`src/rtl/pre_mem_stage_pkg.sv`:
```
// Shared widths, payload layouts and load/store type bit positions for pre_mem_stage.
package pre_mem_stage_pkg;

  localparam int unsigned ES_TO_PMS_BUS_WD   = 233;
  localparam int unsigned PMS_TO_MS_BUS_WD   = 227;
  localparam int unsigned PMS_FORWARD_BUS_WD = 79;

  typedef enum int unsigned {
    LT_LWR = 0, LT_LWL = 1, LT_LW = 2, LT_LHU = 3, LT_LH = 4, LT_LBU = 5, LT_LB = 6
  } load_bit_e;

  typedef enum int unsigned {
    ST_SWR = 0, ST_SWL = 1, ST_SW = 2, ST_SH = 3, ST_SB = 4
  } store_bit_e;

  typedef struct packed {
    logic [6:0]  load_type;
    logic [4:0]  store_type;
    logic        res_from_mem;
    logic        mem_we;
    logic        gr_we;
    logic [4:0]  dest;
    logic [31:0] rt_value;
    logic [31:0] alu_result;
    logic [31:0] pc;
  } es_inst_t;

  typedef struct packed {
    logic        inst2_valid;
    es_inst_t    inst2;
    es_inst_t    inst1;
  } es_bus_t;

  typedef struct packed {
    logic [6:0]  load_type;
    logic [1:0]  offset;
    logic        res_from_mem;
    logic        mem_we;
    logic        gr_we;
    logic [4:0]  dest;
    logic [31:0] rt_value;
    logic [31:0] alu_result;
    logic [31:0] pc;
  } ms_inst_t;

  typedef struct packed {
    logic        inst2_valid;
    ms_inst_t    inst2;
    ms_inst_t    inst1;
  } ms_bus_t;

  typedef struct packed {
    logic        res_from_mem;
    logic        gr_we;
    logic [4:0]  dest;
    logic [31:0] alu_result;
  } fwd_inst_t;

endpackage

```
`src/rtl/pre_mem_stage_store_align.sv`:
```
// Byte strobes and lane-shifted write data for one store slot.
module pre_mem_stage_store_align
  import pre_mem_stage_pkg::*;
(
  input  logic [4:0]  store_type_i,
  input  logic [1:0]  off_i,
  input  logic [31:0] rt_i,
  output logic [3:0]  wstrb_o,
  output logic [31:0] wdata_o
);

  logic [4:0] swl_sh;
  logic [4:0] swr_sh;

  // swl keeps the high bytes of rt in the low lanes; swr moves the low bytes up
  assign swl_sh = {~off_i, 3'b000};
  assign swr_sh = {off_i, 3'b000};

  always_comb begin
    wstrb_o = 4'b0000;
    wdata_o = rt_i;
    if (store_type_i[ST_SB]) begin
      wstrb_o = 4'b0001 << off_i;
      wdata_o = {4{rt_i[7:0]}};
    end else if (store_type_i[ST_SH]) begin
      wstrb_o = off_i[1] ? 4'b1100 : 4'b0011;
      wdata_o = {2{rt_i[15:0]}};
    end else if (store_type_i[ST_SW]) begin
      wstrb_o = 4'b1111;
      wdata_o = rt_i;
    end else if (store_type_i[ST_SWL]) begin
      wstrb_o = 4'b1111 >> (~off_i);
      wdata_o = rt_i >> swl_sh;
    end else if (store_type_i[ST_SWR]) begin
      wstrb_o = 4'b1111 << off_i;
      wdata_o = rt_i << swr_sh;
    end
  end

endmodule

```
`src/rtl/pre_mem_stage.sv`:
```
// Dual-issue pre-memory stage: issues data-cache requests and holds the bundle until all are accepted.
module pre_mem_stage
  import pre_mem_stage_pkg::*;
(
  input  logic                          clk,
  input  logic                          reset,
  input  logic                          es_to_pms_valid,
  input  logic [ES_TO_PMS_BUS_WD-1:0]   es_to_pms_bus,
  output logic                          pms_allowin,
  input  logic                          ms_allowin,
  output logic                          pms_to_ms_valid,
  output logic [PMS_TO_MS_BUS_WD-1:0]   pms_to_ms_bus,
  output logic [PMS_FORWARD_BUS_WD-1:0] pms_forward_bus,
  output logic                          data_cache_valid_01,
  output logic                          data_cache_op_01,
  output logic [31:0]                   data_cache_addr_01,
  output logic [3:0]                    data_cache_wstrb_01,
  output logic [31:0]                   data_cache_wdata_01,
  input  logic                          data_cache_addr_ok_01,
  output logic                          data_cache_valid_02,
  output logic                          data_cache_op_02,
  output logic [31:0]                   data_cache_addr_02,
  output logic [3:0]                    data_cache_wstrb_02,
  output logic [31:0]                   data_cache_wdata_02,
  input  logic                          data_cache_addr_ok_02
);

  es_bus_t   es_bus;
  es_bus_t   bus_q, bus_d;
  logic      pms_valid_q, pms_valid_d;
  logic      req_done_01_q, req_done_01_d;
  logic      req_done_02_q, req_done_02_d;
  logic      mem_op_1, mem_op_2;
  logic      inst_ok_1, inst_ok_2;
  logic      pms_ready_go;
  logic      latch_bundle;
  ms_bus_t   ms_bus;
  fwd_inst_t fwd_1, fwd_2;

  assign es_bus = es_to_pms_bus;

  assign mem_op_1 = bus_q.inst1.res_from_mem | bus_q.inst1.mem_we;
  assign mem_op_2 = bus_q.inst2_valid & (bus_q.inst2.res_from_mem | bus_q.inst2.mem_we);

  assign data_cache_valid_01 = pms_valid_q & mem_op_1 & ~req_done_01_q;
  assign data_cache_valid_02 = pms_valid_q & mem_op_2 & ~req_done_02_q;

  assign inst_ok_1    = ~mem_op_1 | data_cache_addr_ok_01 | req_done_01_q;
  assign inst_ok_2    = ~mem_op_2 | data_cache_addr_ok_02 | req_done_02_q;
  assign pms_ready_go = inst_ok_1 & inst_ok_2;

  assign pms_allowin     = ~pms_valid_q | (pms_ready_go & ms_allowin);
  assign pms_to_ms_valid = pms_valid_q & pms_ready_go;
  assign latch_bundle    = es_to_pms_valid & pms_allowin;

  // Next state; a newly latched bundle clears the done flags over any same-cycle accept
  always_comb begin
    pms_valid_d   = pms_valid_q;
    bus_d         = bus_q;
    req_done_01_d = req_done_01_q;
    req_done_02_d = req_done_02_q;
    if (pms_allowin) begin
      pms_valid_d = es_to_pms_valid;
    end
    if (latch_bundle) begin
      bus_d         = es_bus;
      req_done_01_d = 1'b0;
      req_done_02_d = 1'b0;
    end else begin
      if (data_cache_valid_01 & data_cache_addr_ok_01) req_done_01_d = 1'b1;
      if (data_cache_valid_02 & data_cache_addr_ok_02) req_done_02_d = 1'b1;
    end
  end

  always_ff @(posedge clk or posedge reset) begin
    if (reset) begin
      pms_valid_q   <= 1'b0;
      bus_q         <= '0;
      req_done_01_q <= 1'b0;
      req_done_02_q <= 1'b0;
    end else begin
      pms_valid_q   <= pms_valid_d;
      bus_q         <= bus_d;
      req_done_01_q <= req_done_01_d;
      req_done_02_q <= req_done_02_d;
    end
  end

  assign data_cache_op_01   = bus_q.inst1.mem_we;
  assign data_cache_addr_01 = {bus_q.inst1.alu_result[31:2], 2'b00};
  assign data_cache_op_02   = bus_q.inst2.mem_we;
  assign data_cache_addr_02 = {bus_q.inst2.alu_result[31:2], 2'b00};

  pre_mem_stage_store_align u_align_01 (
    .store_type_i (bus_q.inst1.store_type),
    .off_i        (bus_q.inst1.alu_result[1:0]),
    .rt_i         (bus_q.inst1.rt_value),
    .wstrb_o      (data_cache_wstrb_01),
    .wdata_o      (data_cache_wdata_01)
  );

  pre_mem_stage_store_align u_align_02 (
    .store_type_i (bus_q.inst2.store_type),
    .off_i        (bus_q.inst2.alu_result[1:0]),
    .rt_i         (bus_q.inst2.rt_value),
    .wstrb_o      (data_cache_wstrb_02),
    .wdata_o      (data_cache_wdata_02)
  );

  // Outgoing bundle: store_type is consumed here, offset is added for load extraction
  always_comb begin
    ms_bus                    = '0;
    ms_bus.inst2_valid        = bus_q.inst2_valid;
    ms_bus.inst1.load_type    = bus_q.inst1.load_type;
    ms_bus.inst1.offset       = bus_q.inst1.alu_result[1:0];
    ms_bus.inst1.res_from_mem = bus_q.inst1.res_from_mem;
    ms_bus.inst1.mem_we       = bus_q.inst1.mem_we;
    ms_bus.inst1.gr_we        = bus_q.inst1.gr_we;
    ms_bus.inst1.dest         = bus_q.inst1.dest;
    ms_bus.inst1.rt_value     = bus_q.inst1.rt_value;
    ms_bus.inst1.alu_result   = bus_q.inst1.alu_result;
    ms_bus.inst1.pc           = bus_q.inst1.pc;
    ms_bus.inst2.load_type    = bus_q.inst2.load_type;
    ms_bus.inst2.offset       = bus_q.inst2.alu_result[1:0];
    ms_bus.inst2.res_from_mem = bus_q.inst2.res_from_mem;
    ms_bus.inst2.mem_we       = bus_q.inst2.mem_we;
    ms_bus.inst2.gr_we        = bus_q.inst2.gr_we;
    ms_bus.inst2.dest         = bus_q.inst2.dest;
    ms_bus.inst2.rt_value     = bus_q.inst2.rt_value;
    ms_bus.inst2.alu_result   = bus_q.inst2.alu_result;
    ms_bus.inst2.pc           = bus_q.inst2.pc;
  end

  assign pms_to_ms_bus = ms_bus;

  always_comb begin
    fwd_1 = '{res_from_mem: bus_q.inst1.res_from_mem, gr_we: bus_q.inst1.gr_we,
              dest: bus_q.inst1.dest, alu_result: bus_q.inst1.alu_result};
    fwd_2 = '0;
    if (bus_q.inst2_valid) begin
      fwd_2 = '{res_from_mem: bus_q.inst2.res_from_mem, gr_we: bus_q.inst2.gr_we,
                dest: bus_q.inst2.dest, alu_result: bus_q.inst2.alu_result};
    end
  end

  assign pms_forward_bus = {pms_valid_q, fwd_1, fwd_2};

endmodule

```
`config.mk`:
```
export PLATFORM = sky130hd
export DESIGN_NAME = pre_mem_stage
export DESIGN_NICKNAME = d
export VERILOG_FILES = /design/src/rtl/pre_mem_stage_pkg.sv /design/src/rtl/pre_mem_stage_store_align.sv /design/src/rtl/pre_mem_stage.sv
export SDC_FILE = /design/constraint.sdc
export NUM_CORES = 1
export LEC_CHECK = 0
export BUFFER_PORTS_ARGS = -buffer_cell sky130_fd_sc_hd__buf_2
export CAP_MARGIN = 20
export CORE_AREA = 2 2 266 268
export CTS_CLUSTER_SIZE = 25
export DETAILED_ROUTE_END_ITERATION = 6
export DIE_AREA = 0 0 268 270
export GPL_TIMING_DRIVEN = 0
export MAX_ROUTING_LAYER = met4
export SYNTH_ARGS = -nofsm -noshare
export SYNTH_HDL_FRONTEND = slang
export SYNTH_SLANG_ARGS = --single-unit
```
`constraint.sdc`:
```
create_clock -name clk -period 12.77 [get_ports clk]
set_input_delay 2.554 -clock clk [delete_from_list [all_inputs] [get_ports clk]]
set_output_delay 2.554 -clock clk [all_outputs]
set_load 0.03 [all_outputs]
```
==> flow_summary.toml, run 1 <==
[global_route]
grt-ovfl-total = 0
grtUsageTotal_pct = 14.7
grt_pass1_vias = 12389
grt_pass1_wl_um = 79100
grt.met2_usage_pct = 24.2
use_met3_pct = 2.32
grt_max_degree = 111
use_met1_pct = 18.4
busiest_layer = "met2"
grt_antenna_before_repair = 9

[route]
drt-total-wl_um = 55100
dr.first_iter.drc_count = 1036
drc = 0
drt-wirelength-per-cell_um = 18.3
vias = 12878
dr.pass1.iters = 6
viasPerCell = 4.27
ant_nets = 0

[place]
io_buffer_count = 682
post-dp-hpwl_um = 42700
gp_congestion = 0.936
place_ws_ns = 6.74

[cells_and_area]
final_cell_mix = "buf_2, buf_4, dfrtp_1"
nets = 2288
fillers = 7346
multi_input_area_mm2 = 0.00611
drive_gt1_share_pct = 66.2
final_common_cell = "buf_2"
areaGrowthSynthToFinish_pct = 37.6
seq_area_mm2 = 0.00591

[die]
core_region_area_mm2 = 0.0695
dieArea_mm2 = 0.0724
ios = 687
die_y_um = 270
initial_core_util_pct = 21.6
std_cell_rows = 97
die_x_um = 268

[worst_setup_path]
crit_buf_inv = 2
rrSetupSlack_ns = 10.29
r2r-start = "data_cache_op_02$_DFFE_PP0P_"
crit_top_cell = "buf_2"
worstPathArrival_ns = 3.45
cp-end-kind = "primary output"
slowest_stage = "nor3_2"
crit_start = "data_cache_addr_ok_02"
cp-start-kind = "primary input"
cpLargestDelayFamily = "simple AND/OR/NAND/NOR gates"
crit_path_max_fanout = 3
path_class = "in -> out"
path_cells = "buf_2, nor3_2, o31ai_1, buf_2"
max_stage_delay_ns = 0.41
rr_endpoint = "pms_to_ms_bus[200]$_DFFE_PP0P_"
reg2reg_depth = 6
crit_required_ns = 10.22

[timing]
slew_headroom_pct = 37.2
setup_slack_ns = 6.77
report.final.slew_viol_count = 0
hold_viol_final = 0
setup_viol = 0
fmax_mhz = 167
worst-slew-pin-transition_ns = 0.935
post-route-period-util_pct = 47.0
clock_skew_ns = 0.0261
period_needed_ns = 6.00
fin_tns_setup_ns = 0
rsz0062_at_grt = "false"

[synthesis]
synth.distinct_cells = 68
syn_avg_cell_area_um2 = 11.3
synthFlopType = "dfrtp_1"
syn_area_mm2 = 0.0151
synth_edf_count = 0
seq_area_frac_synth_pct = 39.2
ys_warn_count = 0
ys_seq_elements = 236
synthArstFlopShare_pct = 100
synthCells = 1330

[clocking]
cts_buffers = 30
clk_pin_slew_ns = 0.06
cts_tree = "yes"
cts.sinks = 236
post_cts_buffers = 0
cts_htree_levels = 1
clk_latency_ns = 0.59
cts_root_buf = "clkbuf_16"
cts_resized = 0
clockBufferDepth = 3
cts_hold_buf = 0

[run_status]
status = "completed"

[worst_hold_path]
hold_path.class = "reg -> reg"
min_delay_worst_endpoint = "pms_to_ms_bus[12]$_DFFE_PP0P_"
min-delay-start = "pms_to_ms_bus[12]$_DFFE_PP0P_"
min_path_cells = 1

[job]
cap_viol_max_count = 0
cell type report:
type	count	share of cell area (%)
Antenna cell	8	0.0966
Buffer	409	14.5
Clock buffer	39	4.08
Clock inverter	13	0.652
Inverter	16	0.326
Multi-Input combinational cell	672	29.5
Sequential cell	236	28.5
Tap cell	940	5.68
Timing Repair Buffer	684	16.7
cell usage after synthesis (5+ instances only):
cell	instances	area [µm²]
buf_4	332	2490
dfrtp_1	236	5910
mux2_2	135	1520
mux2_4	100	1500
o21ai_0	44	220
and2_1	41	257
nand2_1	39	146
clkbuf_1	33	124
nor2_1	29	109
a21oi_1	25	125
mux2i_1	25	250
buf_2	23	115
a22oi_1	20	150
a221o_1	17	170
a22o_1	17	149
nor2b_1	17	106
inv_1	15	56.3
a31oi_1	13	81.3
a221oi_1	11	96.3
a32oi_1	11	96.3
buf_8	11	165
and3_1	10	62.6
mux4_2	10	225
nand3_1	10	50.1
buf_6	8	90.1
o21a_1	8	60.1
nor3_1	7	35.0
a222oi_1	6	60.1
o22ai_1	5	31.3
through the flow:
stage	cells	utilization (%)	area, µm²	hold WS [ns]
3_5_place_dp	2957	28.4	19700	0.494
2_1_floorplan	1333	-	15100	0.482
3_3_place_gp	2955	28.3	19700	0.489
4_1_cts	3009	29.8	20700	0.510
6_report	3017	29.8	20700	0.506
5_1_grt	3017	29.8	20700	0.512
flip-flops by register name, indices dropped and copies added (netlist names):
| name | count |
|---|---|
| data_cache_op_01 | 1 |
| req_done_02_q | 1 |
| bus_q | 10 |
| req_done_01_q | 1 |
| pms_forward_bus | 9 |
| data_cache_addr_01 | 30 |
| pms_valid_q | 1 |
| pms_to_ms_bus | 152 |
| data_cache_addr_02 | 30 |
| data_cache_op_02 | 1 |
logic make-up after synthesis:
| logic type | Yosys count | synth area share (%) |
|---|---|---|
| DFF | 236 | 39.2 |
| muxes | 273 | 23.5 |
| buffers and inverters | 425 | 20.3 |
| AOI/OAI and AO/OA | 219 | 10.8 |
| other | 1 | 0.0249 |
| and+or+nand+nor | 176 | 6.23 |
worst max path at each step:
| stage | to | slack, ns | cells past startpoint |
|---|---|---|---|
| finish | pms_allowin | 6.77 | 4 |
| global route | pms_allowin | 6.74 | 4 |
| CTS | pms_allowin | 6.74 | 4 |
| detailed placement | pms_allowin | 6.74 | 4 |
| global placement | pms_to_ms_bus[185]$_DFFE_PP0P_ | 0.38 | 2 |
| floorplan | bus_q[104]$_DFFE_PP0P_ | 3.74 | 1 |
worst register-to-register path, delay by kind of cell (launching register included):
kind            cells  cell delay, ns
compound gates      2            0.66
mux                 1            0.40
buf+inv             2            0.72
flops               1            0.44
simple gates        1            0.15
metal layers:
layer,vias up,share of wire (%),wire (µm)
met5,-,0,0
li1,5843,-,-
met3,79,7.8,4280
met4,0,2.8,1530
met2,707,48,26500
met1,6249,41,22700
Power of run 1 is not shown: default switching activity piles up to over one toggle a cycle in this logic, so the estimate is an artifact.
==> inputs of run 2 (changes only) <==
ABC_AREA = 1   (was default)
CORE_AREA = 2 2 269 271   (was 2 2 266 268)
DIE_AREA = 0 0 271 273   (was 0 0 268 270)
clock period = 5.9 ns   (was 12.77 ns; I/O delays follow)
==> flow_summary.toml, run 2 <==
[synthesis]
ys_warn_count = 0
syn_avg_cell_area_um2 = 6.90
synth.distinct_cells = 33
synthArstFlopShare_pct = 100
synthCells = 2233
synth_edf_count = 0
syn_area_mm2 = 0.0154
ys_seq_elements = 236
yosys-top-cells-area = "dfrtp_1, nand2_1, buf_4"
seq_area_frac_synth_pct = 38.3
yosysMostFrequentCell = "nand2_1"
synthFlopType = "dfrtp_1"
synth.top_cell.area_share_pct = 38.3
yosys-top-cells-count = "nand2_1, buf_4, nand3_1, dfrtp_1, inv_1"
synth_largest_area_cell = "dfrtp_1"

[clocking]
cts_buffers = 30
clk_pin_slew_ns = 0.06
post_cts_buffers = 0
clk_latency_ns = 0.60
cts_htree_levels = 1
cts_hold_buf = 0
cts_root_buf = "clkbuf_16"
cts.sinks = 236
clockBufferDepth = 3
cts_tree = "yes"
cts_resized = 0

[die]
dieArea_mm2 = 0.0740
initial_core_util_pct = 21.7
std_cell_rows = 98
die_x_um = 271
core_region_area_mm2 = 0.0710
die_y_um = 273
ios = 687

[cells_and_area]
largest_reg_flops = 152
final_util_pct = 30.0
fillers = 7816
seq_area_mm2 = 0.00591
final_cells = 3944
nets = 3196
final_cell_mix = "nand2_1, buf_2, buf_4"
final_common_cell = "nand2_1"
multi_input_area_mm2 = 0.00618
drive_gt1_share_pct = 38.9
areaGrowthSynthToFinish_pct = 38.3
fin_area_mm2 = 0.0213

[global_route]
grtUsageTotal_pct = 19.5
grt_pass1_wl_um = 105000
grt_max_degree = 41
grt_antenna_before_repair = 16
grt-ovfl-total = 0
grt_pass1_vias = 15902

[worst_setup_path]
crit_path_max_fanout = 10
crit_required_ns = 4.72
r2r-start = "pms_to_ms_bus[226]$_DFFE_PP0P_"
rrSetupSlack_ns = 3.40
cpLargestDelayFamily = "buffers and inverters"
path_class = "reg -> out"
cp-start-kind = "flip-flop"
worstPathArrival_ns = 3.08
slowest_stage = "buf_1"
crit_start = "pms_to_ms_bus[146]$_DFFE_PP0P_"
cp-end-kind = "primary output"
path_cells = "buf_2, buf_1, nand2_1, nand3_1, nand3_1, nand2_1, o21ai_0, buf_2"
max_stage_delay_ns = 0.77
crit_buf_inv = 3

[pwr]
powerDensity_mw_per_mm2 = 791
total_leakage_power_uw = 0.0127
irDropWorstVdd_uv = 452

[timing]
setup_slack_ns = 1.64
report.final.slew_viol_count = 0
period_needed_ns = 4.26
slew_headroom_pct = 34.3
fmax_mhz = 235
rsz0062_at_grt = "false"
hold_viol_final = 0
clock_skew_ns = 0.0267
worst-slew-pin-transition_ns = 0.985
post-route-period-util_pct = 72.2
setup_viol = 0

[worst_hold_path]
min-delay-start = "pms_to_ms_bus[23]$_DFFE_PP0P_"
hold_path.class = "reg -> reg"

[route]
viasPerCell = 4.29
ant_nets = 0
drc = 0
vias = 16926
dr.first_iter.drc_count = 1153
drt-wirelength-per-cell_um = 18.6
dr.pass1.iters = 5
drt-total-wl_um = 73500

[job]
cap_viol_max_count = 0

[place]
post-dp-hpwl_um = 58500
post-place-cells = 3875
gp_congestion = 0.969
io_buffer_count = 682
placed_area_mm2 = 0.0202
place_ws_ns = 2.06

[run_status]
status = "completed"
run 2: metal layers:
layer	share of wire (%)	track usage (%)
met1	44	26.3
met2	44	28.7
met3	8.7	4.66
met4	2.8	5.90
met5	0	-
run 2: logic make-up after synthesis:
kind of cell           share of synthesized area, %
AND/OR/NAND/NOR                                36.7
buffers and inverters                          21.7
flip-flops                                     38.3
AO/OA/AOI/OAI                                  3.25
other                                        0.0243
run 2: final cells by class:
cell class                      instances  area share [%]
Multi-Input combinational cell       1473            29.0
Sequential cell                       236            27.7
Tap cell                              950            5.57
Clock inverter                         13           0.945
Buffer                                449            14.3
Clock buffer                           42            4.25
Timing Repair Buffer                  689            16.7
Antenna cell                           14           0.164
Inverter                               78            1.40
run 2: tightest hold or removal path, delay by kind of cell (launching register included):
kind / cells / cell delay [ns]
flip-flops: 1 / 0.34
AND/OR/NAND/NOR: 2 / 0.09
run 2: worst paths after layout:
path	end	depth (start not counted)
worst max-delay path	data_cache_wstrb_02[2]	8
worst min-delay path	pms_to_ms_bus[23]$_DFFE_PP0P_	2
worst max register to register	pms_to_ms_bus[31]$_DFFE_PP0P_	9
worst min register to register	pms_to_ms_bus[23]$_DFFE_PP0P_	2
max in group asynchronous	data_cache_addr_01[12]$_DFFE_PP0P_	6
min in group asynchronous	pms_to_ms_bus[191]$_DFFE_PP0P_	2
run 2: per-stage QoR:
| stage | power [µW] | setup TNS, ns | hold WS (ns) |
|---|---|---|---|
| 3_5_place_dp | 14800 | 0 | 0.459 |
| 6_report | 16900 | 0 | 0.468 |
| 2_1_floorplan | 11100 | 0 | 0.443 |
| 5_1_grt | 17900 | 0 | 0.494 |
| 3_3_place_gp | 14800 | -73.98 | 0.455 |
| 4_1_cts | 16900 | 0 | 0.474 |
run 2: power by group:
part	switching, µW	total (µW)	internal (µW)
Sequential	1180	3580	2410
Clock	790	2070	1280
Combinational	7550	11200	3660
Power figures use the tool's default switching activity.
